### src/rtl/harness_pkg.sv
// harness_pkg: state encoding, defaults and status layout shared by the program harness
package harness_pkg;

    typedef enum logic [2:0] {
        IDLE,
        LOAD,
        HOLD,
        RUN,
        DONE
    } state_t;

    // a7 value the RV32I exit syscall leaves in place
    localparam int unsigned EXIT_A7_DEFAULT = 93;

    // Bit positions inside the packed result/status register
    localparam int unsigned ST_PASS     = 0;
    localparam int unsigned ST_TIMEOUT  = 1;
    localparam int unsigned ST_OVERFLOW = 2;
    localparam int unsigned ST_N        = 3;

    // Width able to hold 0..max inclusive, never narrower than one bit
    function automatic int unsigned cnt_w(input int unsigned max);
        return (max < 1) ? 1 : $clog2(max + 1);
    endfunction

endpackage

### src/rtl/sat_counter.sv
// sat_counter: up-counter that stops at MAX, with synchronous clear
module sat_counter
    import harness_pkg::*;
#(
    parameter  int unsigned MAX = 1,
    localparam int unsigned W   = cnt_w(MAX)
) (
    input  logic         clk_i,
    input  logic         rst_ni,
    input  logic         clear_i,
    input  logic         inc_i,
    output logic [W-1:0] count_o,
    output logic         at_max_o
);

    logic [W-1:0] count_q, count_d;

    assign at_max_o = count_q == W'(MAX);
    assign count_o  = count_q;

    // clear wins over increment; the count never passes MAX
    always_comb count_d = clear_i ? '0 : (inc_i && !at_max_o) ? count_q + 1'b1 : count_q;

    // count register
    always_ff @(posedge clk_i) begin
        if (!rst_ni) count_q <= '0;
        else         count_q <= count_d;
    end

endmodule

### src/rtl/program_harness_ctrl.sv
// program_harness_ctrl: preloads a program into the core, runs it and reports pass/fail/timeout
module program_harness_ctrl
    import harness_pkg::*;
#(
    parameter  int unsigned WIDTH          = 32,
    parameter  int unsigned DEPTH          = 1024,
    parameter  int unsigned BASE_ADDR      = 0,
    parameter  int unsigned RESET_CYCLES   = 2,
    parameter  int unsigned TIMEOUT_CYCLES = 20000,
    parameter  int unsigned EXIT_A7        = EXIT_A7_DEFAULT,
    parameter  int unsigned SETTLE_CYCLES  = 4,
    localparam int unsigned WW             = cnt_w(DEPTH),
    localparam int unsigned CW             = cnt_w(TIMEOUT_CYCLES)
) (
    input  logic             clk_i,
    input  logic             rst_ni,
    input  logic             start_i,
    input  logic             abort_i,
    input  logic             in_valid_i,
    input  logic [WIDTH-1:0] in_data_i,
    input  logic             in_last_i,
    output logic             in_ready_o,
    output logic             cpu_reset_o,
    output logic             mem_en_o,
    output logic [WIDTH-1:0] mem_data_o,
    output logic [WIDTH-1:0] mem_addr_o,
    input  logic [WIDTH-1:0] gp_i,
    input  logic [WIDTH-1:0] a7_i,
    input  logic [WIDTH-1:0] a0_i,
    output logic             done_o,
    output logic             pass_o,
    output logic             timeout_o,
    output logic             overflow_o,
    output logic [WW-1:0]    words_o,
    output logic [CW-1:0]    cycles_o
);

    state_t            state_q, state_d;
    logic [WW-1:0]     words_q, words_d;
    logic [ST_N-1:0]   status_q, status_d;
    logic              mem_en_q, mem_en_d;
    logic [WIDTH-1:0]  mem_data_q, mem_data_d;
    logic [WIDTH-1:0]  mem_addr_q, mem_addr_d;
    logic              full, accept, run_clr;
    logic              hold_last, exit_seen, exit_settled, exit_hit, timeout_hit;
    logic [CW-1:0]     run_cnt;
    logic              run_max_unused;
    logic [cnt_w(RESET_CYCLES - 1)-1:0]  hold_cnt_unused;
    logic [cnt_w(SETTLE_CYCLES - 1)-1:0] exit_cnt_unused;

    assign full        = words_q == WW'(DEPTH);
    assign in_ready_o  = state_q == LOAD && !full;
    assign accept      = in_valid_i && in_ready_o;
    assign exit_seen   = state_q == RUN && a7_i == WIDTH'(EXIT_A7);
    assign exit_hit    = exit_seen && exit_settled;
    // the edge that brings the run count up to the limit is the timeout edge
    assign timeout_hit = run_cnt == CW'(TIMEOUT_CYCLES - 1);

    // HOLD lasts RESET_CYCLES edges: the counter tops out at RESET_CYCLES-1 on the final one
    sat_counter #(.MAX(RESET_CYCLES - 1)) u_hold (
        .clk_i    (clk_i),
        .rst_ni   (rst_ni),
        .clear_i  (state_q != HOLD),
        .inc_i    (state_q == HOLD),
        .count_o  (hold_cnt_unused),
        .at_max_o (hold_last)
    );

    // consecutive exit cycles; the SETTLE_CYCLES-th one completes the exit
    sat_counter #(.MAX(SETTLE_CYCLES - 1)) u_exit (
        .clk_i    (clk_i),
        .rst_ni   (rst_ni),
        .clear_i  (!exit_seen),
        .inc_i    (exit_seen),
        .count_o  (exit_cnt_unused),
        .at_max_o (exit_settled)
    );

    // run cycles elapsed, kept through DONE and cleared on a new start
    sat_counter #(.MAX(TIMEOUT_CYCLES)) u_run (
        .clk_i    (clk_i),
        .rst_ni   (rst_ni),
        .clear_i  (run_clr),
        .inc_i    (state_q == RUN),
        .count_o  (run_cnt),
        .at_max_o (run_max_unused)
    );

    // next state, preload beat capture and result capture; abort overrides everything
    always_comb begin
        state_d    = state_q;
        words_d    = words_q;
        status_d   = status_q;
        mem_en_d   = 1'b0;
        mem_data_d = mem_data_q;
        mem_addr_d = mem_addr_q;
        run_clr    = 1'b0;
        if (abort_i) begin
            state_d    = IDLE;
            words_d    = '0;
            status_d   = '0;
            mem_data_d = '0;
            mem_addr_d = WIDTH'(BASE_ADDR);
            run_clr    = 1'b1;
        end else begin
            case (state_q)
                IDLE, DONE: begin
                    if (start_i) begin
                        state_d  = LOAD;
                        words_d  = '0;
                        status_d = '0;
                        run_clr  = 1'b1;
                    end
                end
                LOAD: begin
                    if (accept) begin
                        mem_en_d   = 1'b1;
                        mem_data_d = in_data_i;
                        mem_addr_d = WIDTH'(BASE_ADDR) + (WIDTH'(words_q) << 2);
                        words_d    = words_q + 1'b1;
                        state_d    = in_last_i ? HOLD : LOAD;
                    end else if (in_valid_i) begin
                        // only reachable when full: the refused beat ends the load
                        status_d[ST_OVERFLOW] = 1'b1;
                        state_d               = DONE;
                    end
                end
                HOLD: state_d = hold_last ? RUN : HOLD;
                RUN: begin
                    if (exit_hit) begin
                        status_d[ST_PASS] = gp_i == WIDTH'(1) && a0_i == '0;
                        state_d           = DONE;
                    end else if (timeout_hit) begin
                        status_d[ST_TIMEOUT] = 1'b1;
                        state_d              = DONE;
                    end
                end
                default: state_d = IDLE;
            endcase
        end
    end

    // state and datapath registers
    always_ff @(posedge clk_i) begin
        if (!rst_ni) begin
            state_q    <= IDLE;
            words_q    <= '0;
            status_q   <= '0;
            mem_en_q   <= 1'b0;
            mem_data_q <= '0;
            mem_addr_q <= WIDTH'(BASE_ADDR);
        end else begin
            state_q    <= state_d;
            words_q    <= words_d;
            status_q   <= status_d;
            mem_en_q   <= mem_en_d;
            mem_data_q <= mem_data_d;
            mem_addr_q <= mem_addr_d;
        end
    end

    assign cpu_reset_o = state_q != RUN;
    assign done_o      = state_q == DONE;
    assign mem_en_o    = mem_en_q;
    assign mem_data_o  = mem_data_q;
    assign mem_addr_o  = mem_addr_q;
    assign pass_o      = status_q[ST_PASS];
    assign timeout_o   = status_q[ST_TIMEOUT];
    assign overflow_o  = status_q[ST_OVERFLOW];
    assign words_o     = words_q;
    assign cycles_o    = run_cnt;

endmodule

### config.mk
export PLATFORM = sky130hd
export DESIGN_NAME = program_harness_ctrl
export DESIGN_NICKNAME = d
export VERILOG_FILES = /design/src/rtl/harness_pkg.sv /design/src/rtl/sat_counter.sv /design/src/rtl/program_harness_ctrl.sv
export SDC_FILE = /design/constraint.sdc
export NUM_CORES = 1
export LEC_CHECK = 0
export BUFFER_PORTS_ARGS = -buffer_cell sky130_fd_sc_hd__buf_2
export CAP_MARGIN = 20
export CORE_MARGIN = 8
export CORE_UTILIZATION = 46
export CTS_CLUSTER_DIAMETER = 80
export DETAILED_ROUTE_END_ITERATION = 8
export GPL_TIMING_DRIVEN = 0
export PLACE_DENSITY_LB_ADDON = 0.15
export SYNTH_ARGS = -nofsm -noshare
export SYNTH_HDL_FRONTEND = slang
export SYNTH_SLANG_ARGS = --single-unit
### constraint.sdc
create_clock -name clk_i -period 5.3 [get_ports clk_i]
set_input_delay 0.265 -clock clk_i [delete_from_list [all_inputs] [get_ports clk_i]]
set_output_delay 0.265 -clock clk_i [all_outputs]
set_load 0.05 [all_outputs]
==> results.json, run 1 <==
{
  "floorplan.rows": 32,
  "clk_pin_slew_worst_paths_ns": 0.08,
  "io_buffers": 209,
  "post-cts-setup-buffer-count": 0,
  "ys_warn_count": 0,
  "fin_setup_tns_ns": 0,
  "synth.lib_cells_used.distinct": 45,
  "globalRouteOverflowTotal": 0,
  "grt.total_usage_pct": 21.2,
  "power.ir.vdd_worst_mv": 0.229,
  "dpl.hpwl_um": 9850,
  "vias_per_cell": 4.95,
  "area_growth_synth_to_finish_pct": 41.1,
  "synth.yosys.seq_area_share_pct": 43.2,
  "finalPower_mw": 1.33,
  "report.final.setup_viol": 0,
  "post_drt_wl_per_cell_um": 15.5,
  "tritoncts.num_buffers": 9,
  "setup.worst_path.end_class": "output pin",
  "fp.dieH_um": 105,
  "critPathKind": "flop to output pin",
  "placeableCoreArea_um2": 7730,
  "reg2reg_setup_slack_ns": 3.14,
  "drc": 0,
  "n_fill_cell": 670,
  "worst_ep_required_time_ns": 5.04,
  "antenna_found_initial": 0,
  "fin_crit_ns": 2.26,
  "worstHoldStart": "in_data_i[29]",
  "initial_util_pct": 47.4,
  "power.clock.fraction_pct": 43.0,
  "dpl_worst_slack_ns": 3.15,
  "final_hold_viol_count": 0,
  "dpl-instance-area_um2": 4910,
  "cts.repair.resized": 0,
  "p_sw_mw": 0.315,
  "gp_congestion": 0.855,
  "clkLatencyLatePin_ns": 0.34,
  "postRouteAntennaNets": 0,
  "final_design_area_no_fill_um2": 5170,
  "post_route_wl_um": 12200,
  "synthesis.area_per_instance_um2": 8.25,
  "antenna_diodes": 0,
  "finalNetCount": 823,
  "switching_share_pct": 23.7,
  "final_layout_size_suffix_gt1_share_pct": 40.6,
  "timing.max_slew.rel_slack_pct": 52.3,
  "drt_pre_antenna_iters": 4,
  "clock-skew-final_ns": 0.00916,
  "number_of_hold_buffers_added_after_cts": 0,
  "routed-via-count": 3911,
  "multi_input_area_um2": 1840,
  "postLayoutCoreUtil_pct": 66.9,
  "r2r_start": "state_q[2]",
  "fmaxAchievable_mhz": 442,
  "status": "finished, final reports clean",
  "synth-async-reset-ratio_pct": 0,
  "rsz0062_at_grt": "false",
  "ctsRootBufferMaster": "clkbuf_8",
  "grt_start_max_net_pins": 14,
  "cts_tree": "done",
  "crit_path_max_fanout": 6,
  "sequential_cell_area_um2": 1580,
  "worst_hold_slack_ns": 0.159,
  "fp.dieArea_um2": 11100,
  "grt_pass1_vias": 3992,
  "io_pins": 231,
  "power.combinational.fraction_pct": 12.0,
  "instances_no_fill": 790,
  "longest_clk_path_bufs": 2,
  "numClockSinks": 79,
  "max_h_tree_level": 3,
  "slew_violations": 0,
  "drt_first_iter_violations": 145,
  "final_min_period_over_clock_period_pct": 42.6,
  "arrival_ns": 2.00,
  "finalWorstSetupSlack_ns": 3.04,
  "synth-edff-count": 0,
  "total_leakage_power_nw": 2.34,
  "postSynthCellCount": 444,
  "power.internal_mw": 1.02,
  "crit_start": "words_o[0]",
  "mappedNetlistArea_um2": 3660,
  "tightest_slew_ns": 0.716,
  "seq_power_share_pct": 45.0,
  "ys_dominant_reg_cell": "dfxtp_1",
  "ys_seq_elements": 79,
  "critPathLaunchType": "flop",
  "global_route_wire_length_before_repair_um": 19700,
  "class_of_the_tightest_hold_or_removal_check": "input port to flop",
  "dp.cells": 775,
  "drv_cap": 0,
  "power.density_nw_per_um2": 258,
  "chipWidth_um": 105
}
registers in the layout, indices dropped and copies added, names as in the netlist:
signal	count
u_hold.at_max_o	1
state_q	3
u_exit.count_o	2
mem_addr_o	11
u_run.count_o	15
mem_en_o	1
mem_data_o	32
words_o	11
status_q	3
layer usage:
metal	global-route usage, %	share of wire, %	wire length (um)
met1	24.4	42	5100
met2	36.4	50	6070
met3	7.19	7.1	864
met4	6.42	1.6	199
met5	0	0	0
worst paths after layout:
check / cells past startpoint / to
setup / recovery: 6 / in_ready_o
hold / removal: 3 / mem_data_o[29]
setup reg to reg: 7 / state_q[0]
hold reg to reg: 2 / mem_data_o[19]
worst max-delay path: stages (launching register included):
cell and delay, ns:
dfxtp_1 0.45, inv_1 0.10, ha_1 0.22, nand4bb_1 0.15, nor3_2 0.08, nor4b_1 0.32, buf_2 0.34
synth_stat cells (all sizes together), types with 6 or more instances:
cell type	number	area [um2]
a21oi	54	308
buf	31	243
clkbuf	12	45.0
dfxtp	79	1580
inv	7	26.3
nand2	104	415
nand3	9	45.0
nand4	14	87.6
nor2	28	105
nor3	7	40.0
nor4	21	131
o21ai	8	40.0
or3	6	37.5
xor2	14	123
final cells by class:
type                    count  share of cell area (%)
flip-flops and latches     79                    30.6
clock inverters             6                    2.59
plain buffers              43                    5.57
repair buffers            209                    20.2
multi-input cells         335                    35.6
well taps                 102                    2.47
clock buffers               9                    2.40
inverters                   7                   0.508
cells by family (layout without fill, tap and decap cells):
| group | after synthesis | count (layout) | share of synthesized area, % |
|---|---|---|---|
| AO/OA/AOI/OAI | 68 | 68 | 10.9 |
| other | 1 | 21 | 0.102 |
| XOR/XNOR | 19 | 19 | 4.55 |
| AND/OR/NAND/NOR | 219 | 219 | 30.2 |
| flip-flops | 79 | 79 | 43.2 |
| adder cells (fa/ha/maj) | 5 | 5 | 1.71 |
| buffers and inverters | 50 | 274 | 8.58 |
| multiplexers | 3 | 3 | 0.820 |
placed cells by master (no fill, tap or decap), types with 2 or more instances in the layout:
cell and n:
o31a_1 2, nor3_1 6, inv_1 7, nand2b_1 4, or3_1 6, nand3_1 9
nor2_1 28, a21oi_2 10, and3_1 3, nand2_1 94, nor4_1 21, bufinv_16 4
ha_1 5, clkbuf_8 9, nand3b_1 2, buf_2 213, nand2_2 10, clkbuf_1 12
nand4b_1 3, xor2_1 14, o21ai_0 8, buf_4 25, mux2i_1 3, xnor2_1 5
conb_1 21, a21oi_1 44, nand4_1 14, and4_1 3, dfxtp_1 79, nor4b_1 5
power by group through the flow:
stage | logic [mW] | clock network, mW | registers (mW)
after detailed placement | 0.157 | 0 | 0.614
after CTS | 0.158 | 0.584 | 0.600
after global placement | 0.154 | 0 | 0.614
final | 0.159 | 0.573 | 0.600
after floorplan | 0.0836 | 0 | 0.623
after global routing | 0.171 | 0.610 | 0.600
Power figures use the tool's default switching activity.
==> run 2, diff against run 1 <==
--- a/config.mk
+++ b/config.mk
@@ -5,10 +5,11 @@
 export SDC_FILE = /design/constraint.sdc
 export NUM_CORES = 1
 export LEC_CHECK = 0
+export ABC_AREA = 1
 export BUFFER_PORTS_ARGS = -buffer_cell sky130_fd_sc_hd__buf_2
 export CAP_MARGIN = 20
 export CORE_MARGIN = 8
-export CORE_UTILIZATION = 46
+export CORE_UTILIZATION = 45
 export CTS_CLUSTER_DIAMETER = 80
 export DETAILED_ROUTE_END_ITERATION = 8
 export GPL_TIMING_DRIVEN = 0
==> constraint.sdc (replaced) <==
create_clock -name clk_i -period 2.3 [get_ports clk_i]
set_input_delay 0.115 -clock clk_i [delete_from_list [all_inputs] [get_ports clk_i]]
set_output_delay 0.115 -clock clk_i [all_outputs]
set_load 0.05 [all_outputs]
==> results.json, run 2 <==
{
  "tightest_slew_ns": 0.540,
  "synth_compound_area_share_pct": 11.0,
  "area_growth_synth_to_finish_pct": 42.0,
  "drt_first_iter_violations": 301,
  "postSynthCellCount": 609,
  "report.final.setup_viol": 0,
  "power.density_nw_per_um2": 485,
  "ctsRootBufferMaster": "clkbuf_8",
  "tritoncts.num_buffers": 9,
  "worstRegToRegCells": 10,
  "synth.most_common_cell": "nand2_1",
  "grt_pass1_vias": 4577,
  "clkLatencyLatePin_ns": 0.36,
  "dpl.hpwl_um": 11000,
  "global_route_wire_length_before_repair_um": 22600,
  "clk_pin_slew_worst_paths_ns": 0.09,
  "final_hold_viol_count": 0,
  "fp.dieArea_um2": 12500,
  "worst_hold_slack_ns": 0.0216,
  "number_of_hold_buffers_added_after_cts": 28,
  "finalNetCount": 1016,
  "ys_seq_elements": 79,
  "status": "finished, final reports clean",
  "worst_ep_required_time_ns": 2.18,
  "mappedNetlistArea_um2": 4110,
  "antenna_found_initial": 0,
  "fin_setup_tns_ns": 0,
  "globalRouteOverflowTotal": 0,
  "clock-skew-final_ns": 0.0166,
  "library_cell_with_the_largest_summed_area_after_synthesis": "dfxtp_1",
  "post_synth_fa_ha_maj_area_fraction_pct": 1.52,
  "post_drt_wl_per_cell_um": 14.1,
  "final_layout_size_suffix_gt1_share_pct": 31.0,
  "synth_commonest_cells": "nand2_1, nor2_1, dfxtp_1",
  "arrival_ns": 1.75,
  "cts_tree": "done",
  "post_synth_and_or_nand_nor_area_fraction_pct": 33.7,
  "largest_register_ff_count": 32,
  "final_min_period_over_clock_period_pct": 81.2,
  "initial_util_pct": 45.4,
  "fmaxAchievable_mhz": 535,
  "synth.top_cell.area_share_pct": 38.5,
  "post-cts-setup-buffer-count": 0,
  "power.ir.vdd_worst_mv": 0.340,
  "fp.dieH_um": 112,
  "critPathKind": "flop to output pin",
  "setup.worst_path.end_class": "output pin",
  "placeableCoreArea_um2": 9060,
  "synth-edff-count": 0,
  "ys_warn_count": 0,
  "n_fill_cell": 829,
  "grt.total_usage_pct": 22.1,
  "longest_clk_path_bufs": 2,
  "drv_cap": 0,
  "io_buffers": 209,
  "synth.lib_cells_used.distinct": 31,
  "synth-async-reset-ratio_pct": 0,
  "grt_start_max_net_pins": 16,
  "cts.repair.resized": 0,
  "rsz0062_at_grt": "false",
  "most-common-layout-cells": "buf_2, nand2_1, nor2_1",
  "drc": 0,
  "yosys-mux-area-fraction_pct": 0,
  "seq_power_share_pct": 48.9,
  "r2r_start": "u_run.count_o[0]",
  "routed-via-count": 4712,
  "antenna_diodes": 0,
  "total_leakage_power_nw": 2.72,
  "fin_crit_ns": 1.87,
  "numClockSinks": 79,
  "synthesis.area_per_instance_um2": 6.75,
  "critPathLaunchType": "flop",
  "power.internal_mw": 2.00,
  "floorplan.rows": 35,
  "power.clock.fraction_pct": 35.0,
  "max_h_tree_level": 3,
  "timing.max_slew.rel_slack_pct": 64.0,
  "class_of_the_tightest_hold_or_removal_check": "input port to flop",
  "synth.top_cells.by_area": "dfxtp_1, nand2_1, a21oi_1, nor2_1, buf_4",
  "synth_area_in_xor_xnor_pct": 3.19,
  "worstHoldStart": "in_data_i[10]",
  "reg2reg_setup_slack_ns": 0.44,
  "synth_top_family_by_area": "simple AND/OR/NAND/NOR gates",
  "chipWidth_um": 112,
  "crit_path_max_fanout": 5,
  "p_sw_mw": 0.831,
  "min_to": "mem_data_o[10]",
  "vias_per_cell": 4.75,
  "io_pins": 231,
  "postRouteAntennaNets": 0,
  "drt_pre_antenna_iters": 5,
  "worstHoldPathCells": 3,
  "power.combinational.fraction_pct": 16.2,
  "ys_dominant_reg_cell": "dfxtp_1",
  "critical_path.reg2reg.endpoint": "state_q[2]",
  "post_route_wl_um": 14000,
  "gp_congestion": 0.934,
  "switching_share_pct": 29.4,
  "synth.yosys.seq_area_share_pct": 38.5,
  "slew_violations": 0,
  "layout_commonest_cell": "buf_2"
}
==> run 2: cell count changes in the layout (fill, tap and decap cells not counted), sizes merged, moves of 7 or more <==
cell         previous run  this run
a21oi                  54        71
dlygate4sd3             0        28
inv                     7        49
nand2                 104       180
nand3                   9        34
nor2                   28        92
nor3                    7        14
nor4                   21         1
o21ai                   8        15
==> run 2: stage by stage <==
stage	utilization [%]	std cells	setup slack (ns)	total power, mW	instance area, um2
2_1_floorplan	-	629	0.348	1.67	4190
3_3_place_gp	59.3	949	0.501	1.82	5370
3_5_place_dp	59.3	949	0.486	1.83	5370
4_1_cts	64.4	993	0.414	2.86	5840
5_1_grt	64.4	993	0.264	2.96	5840
6_report	64.4	993	0.432	2.83	5840
==> run 2: power by group through the flow <==
stage / clock, mW / combinational, mW / sequential [mW]
final: 0.990 / 0.458 / 1.38
after global routing: 1.08 / 0.496 / 1.39
after CTS: 1.02 / 0.454 / 1.38
after detailed placement: 0 / 0.415 / 1.42
after global placement: 0 / 0.408 / 1.42
after floorplan: 0 / 0.226 / 1.45
==> run 2: worst max path at each step <==
stage | start | to | slack [ns] | cells past startpoint
after floorplan | u_run.count_o[0] | state_q[2] | 0.35 | 10
after global placement | u_run.count_o[0] | state_q[2] | 0.50 | 10
after detailed placement | u_run.count_o[0] | state_q[2] | 0.49 | 10
after CTS | words_o[0] | in_ready_o | 0.41 | 8
after global routing | words_o[1] | in_ready_o | 0.26 | 8
final | words_o[0] | in_ready_o | 0.43 | 8
==> run 2: cell families after synthesis <==
family | after synthesis
AOI/OAI and AO/OA | 89
adders and majority gates | 5
and+or+nand+nor | 332
DFF | 79
xor gates and xnor gates | 15
buffers and inverters | 88
other | 1
==> run 2: worst max-delay path, stage by stage, from the launching register on <==
cell and delay (ns):
dfxtp_1 0.40, inv_1 0.11, ha_1 0.20, nand2_1 0.06
nor3_1 0.04, nand2_1 0.14, nand2_1 0.10, inv_1 0.07
buf_2 0.27
==> run 2: metal layers <==
layer  global-route usage, %  vias up  part of all wire [%]
met5                       0        -                     0
met4                    6.47        0                   1.6
met3                    6.06       20                   5.7
met2                    40.6      172                    52
met1                    24.1     2086                    41
li1                        -     2434                     -
==> run 2: layout make-up <==
| type | instances | area, um2 | share of cell area (%) |
|---|---|---|---|
| multi-input combinational | 462 | 2110 | 36.2 |
| clock buffer | 10 | 138 | 2.36 |
| inverter | 46 | 175 | 3.00 |
| buffer | 42 | 319 | 5.46 |
| sequential | 79 | 1580 | 27.1 |
| clock inverter | 6 | 50.0 | 0.857 |
| tap | 111 | 139 | 2.38 |
| timing repair buffer | 237 | 1330 | 22.7 |
